--- src/rtl/write_buffer.sv ---
// write_buffer
//   Single-line write-back buffer between the D-cache victim path and the AXI bridge.
//   It accepts one dirty line when empty and sends it as one INCR write burst: the
//   AW beat, then BEATS W beats, then it waits for the B response.
//
// Handshake rule used on every channel: a transfer happens on a rising clk edge
// where both valid and ready are high. A valid, once raised, stays high with stable
// payload until that edge. The cache side uses wr_req/wr_rdy the same way, except
// that wr_req may be held while wr_rdy is low and is simply not taken.
//
// Optional feature (macro WRITE_BUFFER_FWD_EN): adds fwd_addr/fwd_hit/fwd_data so
// a read miss to the line being written back can be served from the buffer.
//
// Ports
//   clk, rst             clock (posedge), asynchronous active-high reset
//   wr_req/wr_addr/wr_line/wr_rdy   line intake from the cache
//   awvalid/awready/awaddr/awlen/awsize/awburst   AXI write address channel
//   wvalid/wready/wdata/wstrb/wlast               AXI write data channel
//   bvalid/bready                                 AXI write response channel
//   fwd_addr/fwd_hit/fwd_data                     forwarding lookup (FWD_EN only)
//   dbg_state            current FSM state (0 IDLE, 1 AW, 2 W, 3 B)
module write_buffer #(
  parameter int LINE_WIDTH = 128,
  parameter int WORD       = 32,
  parameter int ADDR_WIDTH = 32
) (
  input  logic                  clk,
  input  logic                  rst,
  input  logic                  wr_req,
  input  logic [ADDR_WIDTH-1:0] wr_addr,
  input  logic [LINE_WIDTH-1:0] wr_line,
  output logic                  wr_rdy,
  output logic                  awvalid,
  input  logic                  awready,
  output logic [ADDR_WIDTH-1:0] awaddr,
  output logic [7:0]            awlen,
  output logic [2:0]            awsize,
  output logic [1:0]            awburst,
  output logic                  wvalid,
  input  logic                  wready,
  output logic [WORD-1:0]       wdata,
  output logic [WORD/8-1:0]     wstrb,
  output logic                  wlast,
  input  logic                  bvalid,
  output logic                  bready,
`ifdef WRITE_BUFFER_FWD_EN
  input  logic [ADDR_WIDTH-1:0] fwd_addr,
  output logic                  fwd_hit,
  output logic [WORD-1:0]       fwd_data,
`endif
  output logic [1:0]            dbg_state
);

  localparam int BEATS    = LINE_WIDTH / WORD;
  localparam int OFF      = $clog2(LINE_WIDTH / 8);
  localparam int BYTE_OFF = $clog2(WORD / 8);
  localparam int BEAT_W   = (BEATS > 1) ? $clog2(BEATS) : 1;
  localparam logic [BEAT_W-1:0] LAST_BEAT = BEAT_W'(BEATS - 1);

  typedef enum logic [1:0] {
    IDLE = 2'd0,
    AW   = 2'd1,
    W    = 2'd2,
    B    = 2'd3
  } state_e;

  // Word-indexed view of a line: word 0 sits in the low bits.
  typedef logic [BEATS-1:0][WORD-1:0] line_words_t;

  state_e                  state_q, state_d;
  logic [BEAT_W-1:0]       beat_q, beat_d;
  logic [ADDR_WIDTH-1:0]   addr_q, addr_d;
  logic [LINE_WIDTH-1:0]   line_q, line_d;
  logic                    wr_rdy_q, wr_rdy_d;
  logic                    awvalid_q, awvalid_d;
  logic                    wvalid_q, wvalid_d;
  logic                    wlast_q, wlast_d;
  logic                    bready_q, bready_d;
  logic [WORD-1:0]         wdata_q, wdata_d;
  line_words_t             line_words_d;

  always_comb begin
    state_d = state_q;
    beat_d  = beat_q;
    addr_d  = addr_q;
    line_d  = line_q;
    case (state_q)
      IDLE: begin
        if (wr_req) begin
          addr_d  = {wr_addr[ADDR_WIDTH-1:OFF], {OFF{1'b0}}};
          line_d  = wr_line;
          state_d = AW;
        end
      end
      AW: begin
        if (awready) begin
          state_d = W;
          beat_d  = '0;
        end
      end
      W: begin
        if (wready) begin
          if (beat_q == LAST_BEAT) begin
            state_d = B;
            beat_d  = '0;
          end else begin
            beat_d = beat_q + BEAT_W'(1);
          end
        end
      end
      B: begin
        if (bvalid) state_d = IDLE;
      end
      default: state_d = IDLE;
    endcase

    // Outputs are registered from the next state, so each one is valid for the
    // whole cycle of the state it belongs to and holds while stalled.
    line_words_d = line_d;
    wr_rdy_d     = (state_d == IDLE);
    awvalid_d    = (state_d == AW);
    wvalid_d     = (state_d == W);
    bready_d     = (state_d == B);
    wlast_d      = (state_d == W) && (beat_d == LAST_BEAT);
    wdata_d      = line_words_d[beat_d];
  end

  always_ff @(posedge clk or posedge rst) begin
    if (rst) begin
      state_q   <= IDLE;
      beat_q    <= '0;
      addr_q    <= '0;
      line_q    <= '0;
      wr_rdy_q  <= 1'b1;
      awvalid_q <= 1'b0;
      wvalid_q  <= 1'b0;
      wlast_q   <= 1'b0;
      bready_q  <= 1'b0;
      wdata_q   <= '0;
    end else begin
      state_q   <= state_d;
      beat_q    <= beat_d;
      addr_q    <= addr_d;
      line_q    <= line_d;
      wr_rdy_q  <= wr_rdy_d;
      awvalid_q <= awvalid_d;
      wvalid_q  <= wvalid_d;
      wlast_q   <= wlast_d;
      bready_q  <= bready_d;
      wdata_q   <= wdata_d;
    end
  end

  assign wr_rdy    = wr_rdy_q;
  assign awvalid   = awvalid_q;
  assign awaddr    = addr_q;
  assign awlen     = 8'(BEATS - 1);
  assign awsize    = 3'(BYTE_OFF);
  assign awburst   = 2'b01;
  assign wvalid    = wvalid_q;
  assign wdata     = wdata_q;
  assign wstrb     = '1;
  assign wlast     = wlast_q;
  assign bready    = bready_q;
  assign dbg_state = state_q;

  // Byte offset inside the line is dropped on capture.
  logic unused_wr_addr_lo;
  assign unused_wr_addr_lo = ^wr_addr[OFF-1:0];

`ifdef WRITE_BUFFER_FWD_EN
  line_words_t line_words_q;
  assign line_words_q = line_q;
  assign fwd_hit  = (state_q != IDLE) &&
                    (fwd_addr[ADDR_WIDTH-1:OFF] == addr_q[ADDR_WIDTH-1:OFF]);
  assign fwd_data = line_words_q[fwd_addr[OFF-1:BYTE_OFF]];

  logic unused_fwd_addr_lo;
  assign unused_fwd_addr_lo = ^fwd_addr[BYTE_OFF-1:0];
`endif

endmodule

--- config.mk ---
export PLATFORM = sky130hd
export DESIGN_NAME = write_buffer
export DESIGN_NICKNAME = d
export VERILOG_FILES = /design/src/rtl/write_buffer.sv
export SDC_FILE = /design/constraint.sdc
export NUM_CORES = 1
export LEC_CHECK = 0
export CAP_MARGIN = 10
export CORE_UTILIZATION = 49
export CTS_BUF_LIST = sky130_fd_sc_hd__clkbuf_4 sky130_fd_sc_hd__clkbuf_8
export DETAILED_ROUTE_END_ITERATION = 7
export GPL_ROUTABILITY_DRIVEN = 0
export GPL_TIMING_DRIVEN = 0
export PLACE_DENSITY = 0.89
export SLEW_MARGIN = 30
export SYNTH_ARGS = -nofsm -noshare
export SYNTH_HDL_FRONTEND = slang
export SYNTH_SLANG_ARGS = --single-unit
--- constraint.sdc ---
create_clock -name clk -period 10.55 [get_ports clk]
set_clock_uncertainty 0.15 [all_clocks]
set_input_delay 2.11 -clock clk [delete_from_list [all_inputs] [get_ports clk]]
set_output_delay 2.11 -clock clk [all_outputs]
set_load 0.01 [all_outputs]
Word-level counts from Yosys, hierarchy flattened:

Cells that the tools add are included.

* register bits after elaboration: 197
* input port bits: 166
* output and inout port bits: 88

* add/sub/neg operators: 1
* order comparisons: 1
* equal/unequal tests: 8
* mux-type cells: 14
* reduce and logical (&&, ||, !) cells: 4

Operators with widths (number)
* 2-to-1 mux 128 bit: 2
* binary-select mux 32 bit (select 2 bit): 1
* 2-to-1 mux 32 bit: 1
* 2-to-1 mux 2 bit: 8
* == test 2 bit, second input constant: 6
* one-hot mux 2 bit (4 select lines): 1
* == test 2 x 1 -> 1 bit, second input constant: 2
* zero test 2 bit: 2
* one-hot mux 2 bit (2 select lines): 1
* < comparator 2 x 3 -> 1 bit, second input constant: 1
* adder 2 x 1 -> 2 bit, second input constant: 1
* AND reduction 2 bit: 1
* logical AND 1 bit: 1

Logic depth before layout (Yosys ltp):

* word-level depth: 6
* mapped depth: 9
* gate-level depth less buffers: 7

Least setup slack after synthesis:

Ideal clock, no wire load.

* kind: input to register
* start point: in awready
* end point: reg wdata_q[25] (netlist: wdata[25])
* library setup time: 126 ps
* arrival: 3059 ps
* slack: 7214 ps
* stages on the path: 7
* cells stage by stage: nand2b_2 > nand2_2 > a22oi_4 > buf_12 > buf_12 > mux2i_1 > mux2i_1

* cells in the longest elaborated chain, start to end: 4

RTL lines
* start, declared: line 34 `input logic awready,`
* 2-to-1 mux 2 bit: line 96 `if (awready) begin`
* one-hot mux 2 bit (2 select lines): line 87 `case (state_q)`
* binary-select mux 32 bit (select 2 bit): line 125 `wdata_d = line_words_d[beat_d];`
* 2-to-1 mux 32 bit (not written as such): line 125
* net wdata_d[25]: line 79 `logic [WORD-1:0] wdata_q, wdata_d;`
* end signal, assigned: line 150 `wdata_q <= wdata_d;`
* end, declared: line 79

The timed path passes the listed nets, and every way through them passes these cells. The select of a mux whose other input is x is not followed.
A chain may end at the register's enable or synchronous reset.

Worst setup path in the final report:

* start point: reg wr_rdy_q (netlist: wr_rdy)
* end point: out wr_rdy

RTL lines
* start, declared: line 74 `logic wr_rdy_q, wr_rdy_d;`
* start signal, assigned: line 145 `wr_rdy_q <= wr_rdy_d;`
* end, declared: line 32 `output logic wr_rdy,`

No word-level cell between the ends.

==> impl_results.md <==
- Seq/Total Area, Yosys: 0.581
- Post-synth ARST share: 1.00
- GR Overflow Total: 0
- Stages on the worst setup path: 1
- Crit path DAT: 1.53 ns
- Total GRT Usage: 0.225
- IO Port Bufs: 228
- Post-CTS Resized: 0
- CP Launch Point: wr_rdy$_DFF_PP1_
- CP cell instances: clkdlybuf4s50_1
- DP HPWL: 14200 um
- Req. time, crit path: 8.29 ns
- Number of max-cap violations: 0
- CTS H-tree lvls: 4
- Top cells by count, synth: 196 x dfrtp_1, 110 x mux2_2, 96 x mux2i_1
- Multi-input logic area: 3140 sq um
- Tcrit/Tclk final: 0.359
- Maximum VDD drop: 0.157 mV
- # DRC: 0
- #FFs+latches synth: 197
- First-pass GRT wire length: 30200 um
- Bufs on Longest Clock Path: 2
- Setup crit end: wr_rdy
- Max-slew violations: 0
- R2r endpoint: wdata[11]$_DFF_PP0_
- Clk_lat worst skew: 0.47 ns
- Most common cell in the netlist: dfrtp_1
- Largest net degree at the start of global routing: 93
- Vias in the first global route: 5762
- Critical Path Max Stage Delay: 0.54 ns
- Area share of the largest cell type after synthesis: 0.578
- Area contributors post-synth: dfrtp_1 58%, mux2_2 15%, mux2i_1 11%
- Max Freq: 0.264 GHz
- Hold-fix buffers at CTS: 0
- R2R depth: 8
- Critical R2R Launch: dbg_state[0]$_DFF_PP0_
- Post-synthesis cell type count: 32
- Final hold viol count: 0
- DR iter-0 viols: 137
- Pwr/cell area: 286 nW/um^2
- Synth area leader: dfrtp_1
- CP max-delay cell: clkdlybuf4s50_1
- Crit path capture type: output pin
- CTS sink cnt: 197
- Clk Tree Root Cell: clkbuf_8
- Hold/Removal Path Class: flop to flop
- Kind of critical path: flop to output pin
- Ports: 254
- Clock transition at path regs: 0.09 ns
- Delay-heaviest family, CP: buffers and inverters
- Fillers: 1105
- CP startpoint kind: flop
- Post-DR wirelength/cell: 18.5 um
- Die Wd: 134 um
- Status: finished, final reports clean
- Inserted Diodes: 0
- Hold Slack: 0.348 ns
- Final #Nets: 979
- Drt total wl: 19200 um
- Synth warn: 0
- Leak: 5.62 nW
- Antenna violations before repair: 0
- Cell Rows: 47
- Vias: 5171
- Number of synthesized flops with an enable pin: 0
- Number of buffers created by CTS: 17
- RSZ-0062 raised after global routing: false
- Initial core utilization: 0.506
- Mapped Avg Cell Area: 15.7 sq um
- Hold Crit Start: awaddr[17]$_DFFE_PP0P_
- Top_reg_cell synth: dfrtp_1
- Die height: 134 um
- Final ANT Viol Nets: 0
- Register area: 4930 sq um
- Max FO, Critical Path: 1
- CP bufs+invs: 1
- CTS tree: built
- Minimum clock period: 3.79 ns
- Post-synthesis cell area: 8490 sq um
- CORE AREA: 16800 sq um
- Syn-to-layout area delta: 37.0%
- Vias per Instance: 4.97
- Share of layout cells above drive strength 1: 0.274
- Drt first pass iters: 4
- Setup-failing EPs final: 0
- Mapped Cells: 539
- Setup bufs post-CTS: 0
- Reg2Reg Setup Slack: 8.29 ns
- TNS Setup: 0 ns
- Die area: 17900 sq um
metal layers:
layer	part of all wire	vias up	track usage
li1	-	2381	-
met1	0.39	2595	0.255
met2	0.53	175	0.407
met3	0.065	20	0.0639
met4	0.014	0	0.0713
met5	0	-	0
sequential cells by signal (all words and copies together) (netlist names):
name,flops
awaddr,28
dbg_state,2
awvalid,1
line_q,128
bready,1
beat_q,2
wlast,1
wdata,32
wvalid,1
wr_rdy,1
final cells by class:
| class | count | share of cell area |
|---|---|---|
| Clock inverter | 11 | 0.0147 |
| Inverter | 6 | 0.00258 |
| Multi-Input combinational cell | 306 | 0.270 |
| Sequential cell | 197 | 0.424 |
| Buffer | 49 | 0.0402 |
| Clock buffer | 21 | 0.0238 |
| Timing Repair Buffer | 230 | 0.201 |
| Tap cell | 220 | 0.0237 |
metrics by stage:
step	area [sq um]	utilization	std cells	total power, mW	setup slack (ns)
after floorplan	8560	-	558	2.26	2.92
after CTS	11600	0.694	1040	3.37	6.72
after global placement	11100	0.663	1006	2.74	0.994
after global routing	11600	0.694	1040	3.52	6.71
after detailed placement	11200	0.667	1008	2.82	6.45
final	11600	0.694	1040	3.33	6.76
worst min path at each step:
stage	cells after the start	slack (ns)	end
after global routing	1	0.36	awaddr[8]$_DFFE_PP0P_
after CTS	1	0.35	line_q[68]$_DFF_PP0_
after global placement	1	0.32	awaddr[12]$_DFFE_PP0P_
after detailed placement	1	0.33	line_q[68]$_DFF_PP0_
after floorplan	1	0.31	line_q[68]$_DFF_PP0_
final	1	0.35	awaddr[17]$_DFFE_PP0P_
cells by family after synthesis:
family,Yosys count,synth area share
other,2,0.000885
AND/OR/NAND/NOR,17,0.0118
flip-flops,197,0.581
buffers and inverters,55,0.0578
AO/OA/AOI/OAI,10,0.00899
multiplexers,252,0.331
adder cells (fa/ha/maj),6,0.00884
where the power goes:
group | internal [mW] | switching, mW | total (mW)
Combinational | 0.873 | 0.656 | 1.53
Sequential | 1.14 | 0.125 | 1.27
Clock | 0.277 | 0.257 | 0.535
Total | 2.29 | 1.04 | 3.33
cell usage in the layout (no fill, tap or decap), types with 13 or more instances in the layout:
master           count
mux2_1              22
dfrtp_1            196
clkbuf_8            19
mux2i_1             96
clkdlybuf4s50_1    228
buf_4               24
mux2_2             110
mux2_4              24
conb_1              21
buf_6               13
Power figures use the tool's default switching activity.
